File: src/rtl/id_ex_forward_stage.sv
// ID/EX pipeline register with EX-stage operand forwarding selects and
// load-use hazard detection for a 5-stage MIPS datapath.
module id_ex_forward_stage #(
   parameter int unsigned DATA_W = 32,
   parameter int unsigned REG_W  = 5,
   parameter int unsigned CNT_W  = 16
) (
   input  logic              Clk,
   input  logic              Rst,
   input  logic [REG_W-1:0]  ID_Rs,
   input  logic [REG_W-1:0]  ID_Rt,
   input  logic [REG_W-1:0]  ID_Rd,
   input  logic [DATA_W-1:0] ID_ReadData1,
   input  logic [DATA_W-1:0] ID_ReadData2,
   input  logic              ID_RegWrite,
   input  logic              ID_MemRead,
   input  logic              Flush,
   input  logic              EXMEM_RegWrite,
   input  logic [REG_W-1:0]  EXMEM_Rd,
   input  logic              MEMWB_RegWrite,
   input  logic [REG_W-1:0]  MEMWB_Rd,
   output logic [DATA_W-1:0] EX_ReadData1,
   output logic [DATA_W-1:0] EX_ReadData2,
   output logic [REG_W-1:0]  EX_Rs,
   output logic [REG_W-1:0]  EX_Rt,
   output logic [REG_W-1:0]  EX_Rd,
   output logic              EX_RegWrite,
   output logic              EX_MemRead,
   output logic [1:0]        ForwardA,
   output logic [1:0]        ForwardB,
   output logic              Stall,
   output logic [CNT_W-1:0]  StallCount
);

   localparam logic [1:0]       FWD_NONE  = 2'b00;
   localparam logic [1:0]       FWD_EXMEM = 2'b01;
   localparam logic [1:0]       FWD_MEMWB = 2'b10;
   localparam logic [REG_W-1:0] REG_ZERO  = '0;
   localparam logic [CNT_W-1:0] CNT_MAX   = '1;

   logic bubble;

   // Forward select for one operand; the EX/MEM result is newer so it wins, $0 never forwards.
   function automatic logic [1:0] fwd_sel(input logic [REG_W-1:0] src);
      logic [1:0] sel;
      sel = FWD_NONE;
      if (EXMEM_RegWrite && (EXMEM_Rd != REG_ZERO) && (EXMEM_Rd == src))
         sel = FWD_EXMEM;
      else if (MEMWB_RegWrite && (MEMWB_Rd != REG_ZERO) && (MEMWB_Rd == src))
         sel = FWD_MEMWB;
      return sel;
   endfunction

   // Load-use hazard detection and operand forwarding selects.
   always_comb begin
      Stall    = EX_MemRead && (EX_Rd != REG_ZERO) &&
                 ((EX_Rd == ID_Rs) || (EX_Rd == ID_Rt));
      ForwardA = fwd_sel(EX_Rs);
      ForwardB = fwd_sel(EX_Rt);
      bubble   = Flush || Stall;
   end

   // ID/EX register: squashed to an all-zero bubble on flush or load-use stall.
   always_ff @(posedge Clk or posedge Rst) begin
      if (Rst) begin
         EX_ReadData1 <= '0;
         EX_ReadData2 <= '0;
         EX_Rs        <= '0;
         EX_Rt        <= '0;
         EX_Rd        <= '0;
         EX_RegWrite  <= 1'b0;
         EX_MemRead   <= 1'b0;
      end else if (bubble) begin
         EX_ReadData1 <= '0;
         EX_ReadData2 <= '0;
         EX_Rs        <= '0;
         EX_Rt        <= '0;
         EX_Rd        <= '0;
         EX_RegWrite  <= 1'b0;
         EX_MemRead   <= 1'b0;
      end else begin
         EX_ReadData1 <= ID_ReadData1;
         EX_ReadData2 <= ID_ReadData2;
         EX_Rs        <= ID_Rs;
         EX_Rt        <= ID_Rt;
         EX_Rd        <= ID_Rd;
         EX_RegWrite  <= ID_RegWrite;
         EX_MemRead   <= ID_MemRead;
      end
   end

   // Saturating count of stall cycles that were not overridden by a flush.
   always_ff @(posedge Clk or posedge Rst) begin
      if (Rst)
         StallCount <= '0;
      else if (Stall && !Flush && (StallCount != CNT_MAX))
         StallCount <= StallCount + CNT_W'(1);
   end

endmodule

File: config.mk
export PLATFORM = sky130hd
export DESIGN_NAME = id_ex_forward_stage
export DESIGN_NICKNAME = d
export VERILOG_FILES = /design/src/rtl/id_ex_forward_stage.sv
export SDC_FILE = /design/constraint.sdc
export NUM_CORES = 1
export LEC_CHECK = 0
export BUFFER_PORTS_ARGS = -buffer_cell sky130_fd_sc_hd__buf_2
export CORE_MARGIN = 3
export CORE_UTILIZATION = 45
export CTS_CLUSTER_DIAMETER = 80
export DETAILED_ROUTE_END_ITERATION = 10
export PLACE_DENSITY = 0.89
export SKIP_CTS_REPAIR_TIMING = 1
export SYNTH_ARGS = -nofsm -noshare
export SYNTH_HDL_FRONTEND = slang
export SYNTH_SLANG_ARGS = --single-unit
File: constraint.sdc
create_clock -name Clk -period 3.5 [get_ports Clk]
set_clock_uncertainty 0.05 [all_clocks]
set_input_delay 0.7 -clock Clk [delete_from_list [all_inputs] [get_ports Clk]]
set_output_delay 0.7 -clock Clk [all_outputs]
set_load 0.02 [all_outputs]
---- Word level (Yosys, flattened, before mapping) ----
Cells that the tools add are included.
cells by class
  $add $sub $neg .......................... 1
  multiply operators ...................... 0
  divide/modulo/power cells ............... 0
  $lt $le $gt $ge ......................... 0
  eq/ne operators ......................... 7
  shifts and indexed selects .............. 0
  mux-type cells .......................... 11
  bitwise gates (word level) .............. 0
  reduce and logical (&&, ||, !) cells .... 16
operator list
  kind                                           count
  2-to-1 mux 32 bit                              2
  == test 5 bit                                  6
  adder 16 x 1 -> 16 bit, second input constant  1
  inequality test 16 bit, second input constant  1
  2-to-1 mux 5 bit                               3
  nonzero test 5 bit                             3
  logical AND 1 bit                              10
  2-to-1 mux 2 bit                               4
  logical OR 1 bit                               2
  2-to-1 mux 1 bit                               2
  zero test 1 bit                                1
word-level totals
  flip-flop bits (word level) ............. 97
  bits in latches ......................... 0
  memory bits (writable) .................. 0
  memory bits (read-only) ................. 0
  input bits .............................. 96
  output and inout port bits .............. 102
  memories kept ........................... 0

---- Logic depth before layout (Yosys ltp) ----
Gate-level depths: netlist of run 1.
  depth in word-level cells ............... 5
  mapped depth ............................ 8
  depth with buffers taken out ............ 7

---- Worst setup path before layout of run 1 ----
No wires, ideal clock.
  kind .................................... input port to output port
  from .................................... input port EXMEM_Rd[1]
  to ...................................... output port ForwardA[1]
  data arrival time ....................... 2.317 ns
  data required time ...................... 2.750 ns
  setup slack ............................. 0.433 ns
  stages on the path ...................... 4
  buffers on the path ..................... 0
  cell sequence ........................... or4_1 -> o21ai_0 -> nor4_1 -> nor4_1
on the way
  word-level cells in the longest chain between the ends .. 4
RTL lines
  element              RTL line  text
  from (decl)          19        input logic [REG_W-1:0] EXMEM_Rd,
  nonzero test 5 bit   47        if (EXMEM_RegWrite && (EXMEM_Rd != REG_ZERO) && (EXMEM_Rd == src))
  logical AND 1 bit    47
  logical AND 1 bit *  47
  2-to-1 mux 2 bit *   47
  to (decl)            29        output logic [1:0] ForwardA,
Every way passes the cells marked *; elsewhere a longest branch is shown, timed or not.

---- Final worst setup path of run 1 ----
  from .................................... input port EXMEM_Rd[1]
  to ...................................... output port ForwardB[1]
on the way
  word-level cells in the longest chain between the ends .. 4
RTL lines
  element              RTL line  text
  nonzero test 5 bit   47
  logical AND 1 bit    47
  logical AND 1 bit *  47
  2-to-1 mux 2 bit *   47
  to (decl)            30        output logic [1:0] ForwardB,
Marked as above.

==> impl_metrics.json, run 1 <==
{
  "status": "finished, final reports clean",
  "seq_power_share": 0.551,
  "arrival_ns": 2.18,
  "synth_top_cells_by_area": "dfrtp_1, and2_1, xnor2_1, xor2_1, buf_2",
  "grt_usage": 0.196,
  "power_density_mw_per_mm2": 438,
  "drive_gt1_frac": 0.442,
  "post_dp_cell_area_mm2": 0.00481,
  "layout_commonest_cell": "buf_2",
  "grt-ovfl-total": 0,
  "post-dp-hpwl_um": 7050,
  "period_needed_ns": 2.93,
  "core_mm2": 0.00785,
  "post-place-ws_ns": 0.608,
  "ys_ff_latch": 97,
  "start_util": 0.472,
  "area_delta_synth_final_pct": 34.9,
  "power_uw": 2190,
  "cts_htree_levels": 3,
  "synth_top_area_frac": 0.656,
  "die_w_um": 96.7,
  "yosysSeqAreaShare": 0.656,
  "drv_cap": 0,
  "critical_path_class": "in2out",
  "clkTransAtPathRegs_ns": 0.09,
  "cts_sinks": 97,
  "synth_edf_count": 0,
  "antenna_left": 0,
  "die_area_mm2": 0.00935,
  "numPortBuffers": 197,
  "wl_per_cell_um": 14.8,
  "synth-main-ff-cell": "dfrtp_1",
  "dr.first_iter.drc_count": 36,
  "grt_pass1_vias": 3152,
  "cp_data_required_time_ns": 2.75,
  "wl_um": 8860,
  "rsz0062_at_grt": "no",
  "synthesis.area_mm2": 0.00370,
  "pwr-share-comb": 0.146,
  "synth_cell_types": 26,
  "yosysWarnings": 0,
  "slew_viol_final": 0,
  "drtPass1Iterations": 5,
  "rows": 32,
  "switching_share": 0.265,
  "hp-class": "in2async",
  "p_int_uw": 1610,
  "setup_viol": 0,
  "root_buffer": "clkbuf_8",
  "clk_path_buf_depth": 2,
  "switchingPower_uw": 579,
  "numCtsBuffers": 9,
  "top_level_ports": 198,
  "clkPwrFrac": 0.303,
  "p_leak_uw": 0.00271,
  "synth.avg_cell_area_um2": 12.8,
  "ir_worst_vdd_mv": 0.289,
  "grt_pass1_wl_um": 14700,
  "n_antenna_cell": 0,
  "cts_tree": "built",
  "grt_max_degree": 54,
  "postSynth.asyncResetShare": 1.00,
  "max_freq_mhz": 341,
  "final_cell_mix": "buf_2, dfrtp_1, and2_1",
  "syn_inst": 289,
  "worstSetupStartpointType": "input port",
  "finalSetupTns_ns": 0,
  "setup_ws_ns": 0.567,
  "vias": 2840,
  "antenna_found_initial": 0,
  "tightest_slew_ns": 0.593,
  "relSlewSlack": 0.604,
  "drc": 0,
  "synth_top_area_cell": "dfrtp_1",
  "path_max_fanout": 3,
  "crit_path_end_kind": "output port",
  "fin_area_mm2": 0.00499,
  "clk_latency_ns": 0.34,
  "nets": 588,
  "die_h_um": 96.7,
  "place_congestion": 1.03,
  "vias_per_cell": 4.75,
  "syn_nets": 386,
  "finalCritPeriodShare": 0.838,
  "hold_violations": 0
}
power by group through the flow:
| stage | Sequential (µW) | Clock [µW] | Combinational (µW) |
|---|---|---|---|
| after floorplan | 1300 | 0 | 103 |
| after global placement | 1230 | 0 | 316 |
| after detailed placement | 1230 | 0 | 324 |
| after CTS | 1210 | 680 | 325 |
| after global routing | 1210 | 726 | 349 |
| final | 1210 | 663 | 319 |
through the flow:
step                       util  hold slack, ns  cells
final                     0.636           0.382    598
after global routing      0.636           0.415    598
after CTS                 0.636           0.395    598
after detailed placement  0.613           0.459    582
after global placement    0.613           0.434    582
after floorplan               -           0.550    289
cell type report:
type / count / area (µm²)
inverters: 4 / 17.5
well taps: 102 / 128
flip-flops and latches: 97 / 2430
repair buffers: 200 / 1020
multi-input cells: 179 / 1220
fillers: 646 / 2860
clock buffers: 12 / 155
clock inverters: 4 / 27.5
worst max-delay path, cell delays in order:
cell and delay, ns:
buf_2 0.12, or4_1 0.51, o21ai_0 0.24, nor4_1 0.12, nor4_1 0.28, buf_2 0.21
state kept, by name, indices dropped and copies added (netlist names):
register and count:
EX_Rd 5, EX_RegWrite 1, EX_Rs 5, StallCount 16, EX_ReadData2 32, EX_MemRead 1
EX_ReadData1 32, EX_Rt 5
cell families (layout without fill, tap and decap cells):
| kind of cell | count (synthesis) | count (layout) | synth area share |
|---|---|---|---|
| simple gates | 127 | 127 | 0.205 |
| flops | 97 | 97 | 0.656 |
| xor+xnor | 45 | 45 | 0.106 |
| buf+inv | 13 | 220 | 0.0169 |
| compound gates | 5 | 5 | 0.00845 |
| fa+ha+maj | 1 | 1 | 0.00338 |
| mux | 1 | 1 | 0.00406 |
final timing paths:
check	endpoint	startpoint	depth (start not counted)	slack (ns)
worst max-delay path	ForwardB[1]	EXMEM_Rd[1]	6	0.57
worst min register to register	StallCount[14]	StallCount[14]	1	0.46
max in group asynchronous	EX_ReadData1[22]	Rst	3	2.27
min in group Clk	StallCount[14]	StallCount[14]	1	0.46
worst min-delay path	EX_ReadData1[10]	Rst	2	0.38
worst max register to register	EX_Rd[4]	EX_Rd[1]	6	1.19
synthesized netlist by cell type (2+ instances only):
cell type	n
xnor2_1	28
nand4_1	5
dfrtp_1	97
buf_2	8
nor3_1	4
and3_1	2
nand3_1	8
nand2_1	9
o21ai_0	2
inv_1	4
xor2_1	17
nor2_1	4
and2_1	81
nor4_1	4
or4_1	5
per-layer routing:
metal | vias up | GRT usage | wire (µm)
li1 | 1326 | - | -
met1 | 1352 | 0.198 | 3130
met4 | 0 | 0.0875 | 279
met2 | 137 | 0.355 | 4640
met3 | 25 | 0.0743 | 818
met5 | - | 0 | 0
(Power assumes the default switching activity.)
==> run 2, diff against run 1 <==
--- a/config.mk
+++ b/config.mk
@@ -5,12 +5,13 @@
 export SDC_FILE = /design/constraint.sdc
 export NUM_CORES = 1
 export LEC_CHECK = 0
+export ABC_AREA = 1
 export BUFFER_PORTS_ARGS = -buffer_cell sky130_fd_sc_hd__buf_2
 export CORE_MARGIN = 3
-export CORE_UTILIZATION = 45
+export CORE_UTILIZATION = 42
 export CTS_CLUSTER_DIAMETER = 80
 export DETAILED_ROUTE_END_ITERATION = 10
-export PLACE_DENSITY = 0.89
+export PLACE_DENSITY = 0.85
 export SKIP_CTS_REPAIR_TIMING = 1
 export SYNTH_ARGS = -nofsm -noshare
 export SYNTH_HDL_FRONTEND = slang
==> constraint.sdc (replaced) <==
create_clock -name Clk -period 2.6 [get_ports Clk]
set_clock_uncertainty 0.05 [all_clocks]
set_input_delay 0.52 -clock Clk [delete_from_list [all_inputs] [get_ports Clk]]
set_output_delay 0.52 -clock Clk [all_outputs]
set_load 0.02 [all_outputs]
==> run 2 against run 1 <==
Synthesized cell count up 62%. Routed wire length up 14%. Clock power up 57%. Critical endpoint is now ForwardB[0]. Hold slack worse by 0.12 ns. Design area up 9.1%. Largest cell class unchanged. Global-route usage down 1.2 points. Final cell count up 34%. Sequential power up 34%. Combinational power up 44%. Via count up 26%.
==> impl_metrics.json, run 2 <==
{
  "status": "finished, final reports clean",
  "wl_per_cell_um": 12.6,
  "cts_htree_levels": 3,
  "worstSetupStartpointType": "flip-flop",
  "grt_usage": 0.183,
  "vias": 3573,
  "synthAdderAreaFrac": 0.00300,
  "grt-ovfl-total": 0,
  "nets": 766,
  "path_buf_inv": 1,
  "syn_inst": 468,
  "ys_top_cells_by_count": "nor2_1, dfrtp_1, inv_1, nand2_1, xor2_1",
  "antenna_found_initial": 2,
  "relSlewSlack": 0.631,
  "slew_viol_final": 0,
  "synth_top_family_by_area": "simple AND/OR/NAND/NOR gates",
  "cp_top_family": "simple AND/OR/NAND/NOR gates",
  "antenna_left": 0,
  "hp-class": "in2async",
  "clk_latency_ns": 0.35,
  "die_area_mm2": 0.0111,
  "ys_ff_latch": 97,
  "crit_path_end_kind": "output port",
  "wl_um": 10100,
  "period_needed_ns": 2.30,
  "dr.first_iter.drc_count": 199,
  "syn_nets": 565,
  "cp_slowest_cell": "dfrtp_1",
  "tightest_slew_ns": 0.549,
  "synth_top_area_frac": 0.583,
  "synthMuxAreaShare": 0,
  "synth_top_area_cell": "dfrtp_1",
  "synth_compound_area_frac": 0.00361,
  "synth_top_cells_by_area": "dfrtp_1, nor2_1, inv_1, nand2_1, xor2_1",
  "synth_xor_area_frac": 0.0757,
  "rows": 35,
  "synth-main-ff-cell": "dfrtp_1",
  "ir_worst_vdd_mv": 0.333,
  "fin_cells": 801,
  "start_util": 0.442,
  "final_cell_mix": "buf_2, nor2_1, dfrtp_1",
  "drv_cap": 0,
  "fillerInstances": 832,
  "grt_max_degree": 98,
  "synth_most_common_cell": "nor2_1",
  "cp_data_required_time_ns": 2.03,
  "wl_met2_um": 5050,
  "met1_length_um": 3940,
  "yosysWarnings": 0,
  "path_max_fanout": 3,
  "numCtsBuffers": 9,
  "yosysSeqAreaShare": 0.583,
  "cp_cell_sequence": "xnor2_1 -> nand3_1 -> nor4_1 -> buf_2",
  "cts_tree": "built",
  "p_leak_uw": 0.00333,
  "core_mm2": 0.00942,
  "finalSetupTns_ns": 0,
  "clkTransAtPathRegs_ns": 0.09,
  "hold_violations": 0,
  "synth_cell_types": 22,
  "place_congestion": 0.852,
  "arrival_ns": 1.73,
  "finalCritPeriodShare": 0.886,
  "route.met3.wl_um": 1020,
  "routed.top_layer": "met5",
  "synthesis.area_mm2": 0.00416,
  "cts_sinks": 97,
  "drc": 0,
  "drtPass1Iterations": 6,
  "layout_commonest_cell": "buf_2",
  "drive_gt1_frac": 0.336,
  "die_w_um": 106,
  "setup_ws_ns": 0.297,
  "placed_cells": 787,
  "vias_per_cell": 4.46,
  "grt_pass1_wl_um": 16400,
  "top_level_ports": 198,
  "area_delta_synth_final_pct": 30.8,
  "numPortBuffers": 197,
  "rsz0062_at_grt": "no",
  "clk_path_buf_depth": 2,
  "die_h_um": 106,
  "critical_path_class": "reg2out",
  "max_freq_mhz": 434,
  "postSynth.asyncResetShare": 1.00,
  "post-place-ws_ns": 0.519,
  "synth_edf_count": 0,
  "whs_ns": 0.259,
  "synthSimpleGateAreaFrac": 0.219,
  "reg_top3": "EX_ReadData1 (32), EX_ReadData2 (32), StallCount (16)",
  "power_density_mw_per_mm2": 573,
  "cpPeakStageDelay_ns": 0.44,
  "n_antenna_cell": 0,
  "setup_viol": 0,
  "grt_pass1_vias": 3514,
  "root_buffer": "clkbuf_8",
  "post-dp-hpwl_um": 7710,
  "synth.avg_cell_area_um2": 8.90
}
==> run 2: changes by cell type in the layout (fill, tap and decap cells not counted), sizes merged, moves of 3 or more <==
cell,previous run,this run
nand2,9,89
or4,5,0
clkinv,4,1
nand3,8,13
nor3,4,8
xnor2,28,17
and2,81,0
nor2,5,105
clkbuf,12,9
inv,4,99
==> run 2: logic make-up after synthesis <==
logic type,count (synthesis)
XOR/XNOR,36
flip-flops,97
adder cells (fa/ha/maj),1
AO/OA/AOI/OAI,3
buffers and inverters,109
AND/OR/NAND/NOR,222
==> run 2: layout make-up <==
type | count | area [µm²] | area share
clock buffers | 9 | 124 | 0.0227
repair buffers | 200 | 1020 | 0.187
flip-flops and latches | 97 | 2430 | 0.446
well taps | 129 | 161 | 0.0296
inverters | 99 | 375 | 0.0689
clock inverters | 5 | 81.3 | 0.0149
multi-input cells | 262 | 1260 | 0.231
==> run 2: worst paths after layout <==
kind	start	endpoint	slack, ns	cells past startpoint
worst max-delay path	EX_Rt[0]	ForwardB[0]	0.30	4
worst max register to register	StallCount[0]	StallCount[8]	0.75	7
worst min register to register	StallCount[15]	StallCount[15]	0.47	2
min in group Clk	ID_ReadData1[25]	EX_ReadData1[25]	0.31	3
max in group asynchronous	Rst	StallCount[11]	1.86	3
worst min-delay path	Rst	EX_ReadData1[0]	0.26	3
==> run 2: report_power, final <==
part           internal [µW]  total (µW)  switching (µW)
registers               1580        1620            42.4
clock network            534        1040             504
logic                    170         458             288
==> run 2: worst reg2reg max path: stages (launching register included) <==
cell	delay, ns
dfrtp_1	0.45
ha_1	0.26
nand3_1	0.16
inv_1	0.09
nand4_1	0.12
nand4_2	0.37
nand2_1	0.17
nand2_1	0.07
==> run 2: routing by layer <==
metal | vias to the layer above | global-route usage
met3 | 8 | 0.0674
met1 | 1642 | 0.218
li1 | 1744 | -
met5 | - | 0
met2 | 175 | 0.315
met4 | 4 | 0.0463
==> run 2: metrics by stage <==
stage | cell area [µm²] | total power [µW] | utilization
final | 5450 | 3120 | 0.578
after global placement | 5240 | 2100 | 0.557
after global routing | 5450 | 3280 | 0.578
after detailed placement | 5240 | 2120 | 0.557
after CTS | 5450 | 3160 | 0.578
after floorplan | 4170 | 1920 | -
==> run 3, diff against run 2 <==
--- a/config.mk
+++ b/config.mk
@@ -7,6 +7,7 @@
 export LEC_CHECK = 0
 export ABC_AREA = 1
 export BUFFER_PORTS_ARGS = -buffer_cell sky130_fd_sc_hd__buf_2
+export CORE_ASPECT_RATIO = 1.2
 export CORE_MARGIN = 3
 export CORE_UTILIZATION = 42
 export CTS_CLUSTER_DIAMETER = 80
==> run 3 against run 2 <==
Clock-buffer cell count unchanged. Critical path type unchanged. Sequential share of layout area down 0.62 points. Hold slack better by 0.037 ns.
==> impl_metrics.json, run 3 (synthesis gave the netlist of run 2 again) <==
{
  "status": "finished, final reports clean",
  "numPortBuffers": 197,
  "p_leak_uw": 0.00336,
  "clkTransAtPathRegs_ns": 0.07,
  "cpMostUsedCell": "nand2_1",
  "relSlewSlack": 0.549,
  "cts_sinks": 97,
  "clk_path_buf_depth": 2,
  "grt-ovfl-total": 0,
  "whs_ns": 0.296,
  "cp_cell_sequence": "inv_2 -> nand2_1 -> nand2_1 -> nor2_1 -> nand3_1 -> nand2_2 -> nand2_1 -> inv_1 -> buf_2",
  "cp_slowest_cell": "dfrtp_1",
  "clk_latency_ns": 0.33,
  "drv_cap": 0,
  "drive_gt1_frac": 0.339,
  "cts_htree_levels": 3,
  "fin_area_mm2": 0.00552,
  "pwr-share-comb": 0.139,
  "post-place-ws_ns": 0.562,
  "numCtsBuffers": 9,
  "fillerInstances": 882,
  "drc": 0,
  "post_dp_cell_area_mm2": 0.00524,
  "die_w_um": 96.9,
  "start_util": 0.433,
  "finalCritPeriodShare": 0.839,
  "switchingPower_uw": 879,
  "cp_data_required_time_ns": 2.03,
  "place_congestion": 0.907,
  "drtPass1Iterations": 4,
  "dr.first_iter.drc_count": 98,
  "post-dp-hpwl_um": 7600,
  "vias": 3487,
  "reg_top3": "EX_ReadData1 (32), EX_ReadData2 (32), StallCount (16)",
  "root_buffer": "clkbuf_16",
  "wl_per_cell_um": 12.0,
  "antenna_left": 0,
  "layout_commonest_cell": "buf_2",
  "arrival_ns": 1.61,
  "finalSetupTns_ns": 0,
  "cp_top_family": "simple AND/OR/NAND/NOR gates",
  "setup_viol": 0,
  "path_buf_inv": 3,
  "final_util": 0.575,
  "clkPwrFrac": 0.367,
  "p_int_uw": 2410,
  "cpPeakStageDelay_ns": 0.44,
  "setup_ws_ns": 0.418,
  "rsz0062_at_grt": "no",
  "tightest_slew_ns": 0.677,
  "die_area_mm2": 0.0112,
  "grt_pass1_wl_um": 16100,
  "worstSetupStartpointType": "flip-flop",
  "nets": 767,
  "seq_power_share": 0.494,
  "cts_tree": "built",
  "top_level_ports": 198,
  "grt_pass1_vias": 3599,
  "hold_violations": 0,
  "hp-class": "in2async",
  "grt_max_degree": 55,
  "max_freq_mhz": 458,
  "rows": 39,
  "period_needed_ns": 2.18,
  "core_mm2": 0.00961,
  "crit_path_end_kind": "output port",
  "ir_worst_vdd_mv": 0.400,
  "slew_viol_final": 0,
  "power_density_mw_per_mm2": 595,
  "wl_um": 9580,
  "vias_per_cell": 4.36,
  "switching_share": 0.267,
  "final_cell_mix": "buf_2, nor2_1, dfrtp_1",
  "critical_path_class": "reg2out",
  "grt_usage": 0.180,
  "die_h_um": 115,
  "area_delta_synth_final_pct": 32.6,
  "antenna_found_initial": 1,
  "path_max_fanout": 5
}
[run 3: cell types whose count changed in the layout (fill, tap and decap cells not counted), sizes merged]
cell,before,now
inv,99,100
buf,200,201
bufinv,2,0
clkinvlp,2,4
clkinv,1,2
diode,0,1
[run 3: final timing paths]
check,start,to,slack [ns],depth (start not counted)
setup / recovery,EX_Rd[4],Stall,0.42,9
hold / removal,Rst,EX_ReadData2[18],0.30,3
setup reg to reg,StallCount[0],StallCount[1],0.76,7
hold reg to reg,StallCount[15],StallCount[15],0.46,2
max in group asynchronous,Rst,EX_ReadData2[9],1.68,3
min in group Clk,ID_ReadData1[4],EX_ReadData1[4],0.34,3
[run 3: final cells by class]
class                   count  area [µm²]  share of cell area
multi-input cells         262        1260               0.227
diodes                      1        2.50            0.000453
clock inverters             7        53.8             0.00974
repair buffers            201        1030               0.186
clock buffers               9         225              0.0408
flip-flops and latches     97        2430               0.440
well taps                 123         154              0.0279
inverters                  99         375              0.0680
[run 3: per-stage QoR]
stage	total power, µW	instances
CTS	3340	798
floorplan	1920	468
global placement	2100	782
detailed placement	2120	782
global route	3470	798
finish	3290	799
[run 3: power groups by stage]
stage               sequential (µW)  clock (µW)  combinational, µW
finish                         1620        1210                458
global route                   1630        1330                514
CTS                            1620        1250                466
detailed placement             1650           0                465
global placement               1650           0                455
floorplan                      1750           0                172
[run 3: worst reg2reg max path, cell delays in order (launching register included)]
cell,delay (ns)
dfrtp_1,0.43
ha_1,0.26
nand3_1,0.16
inv_1,0.09
nand4_1,0.12
nand4_2,0.37
nand2_1,0.19
nand2_1,0.06
[run 3: metal layers]
metal,global-route usage,wire length (µm),vias up
li1,-,-,1757
met1,0.194,3430,1561
met2,0.316,4920,142
met3,0.0740,929,25
met4,0.0768,282,2
met5,0,14,-
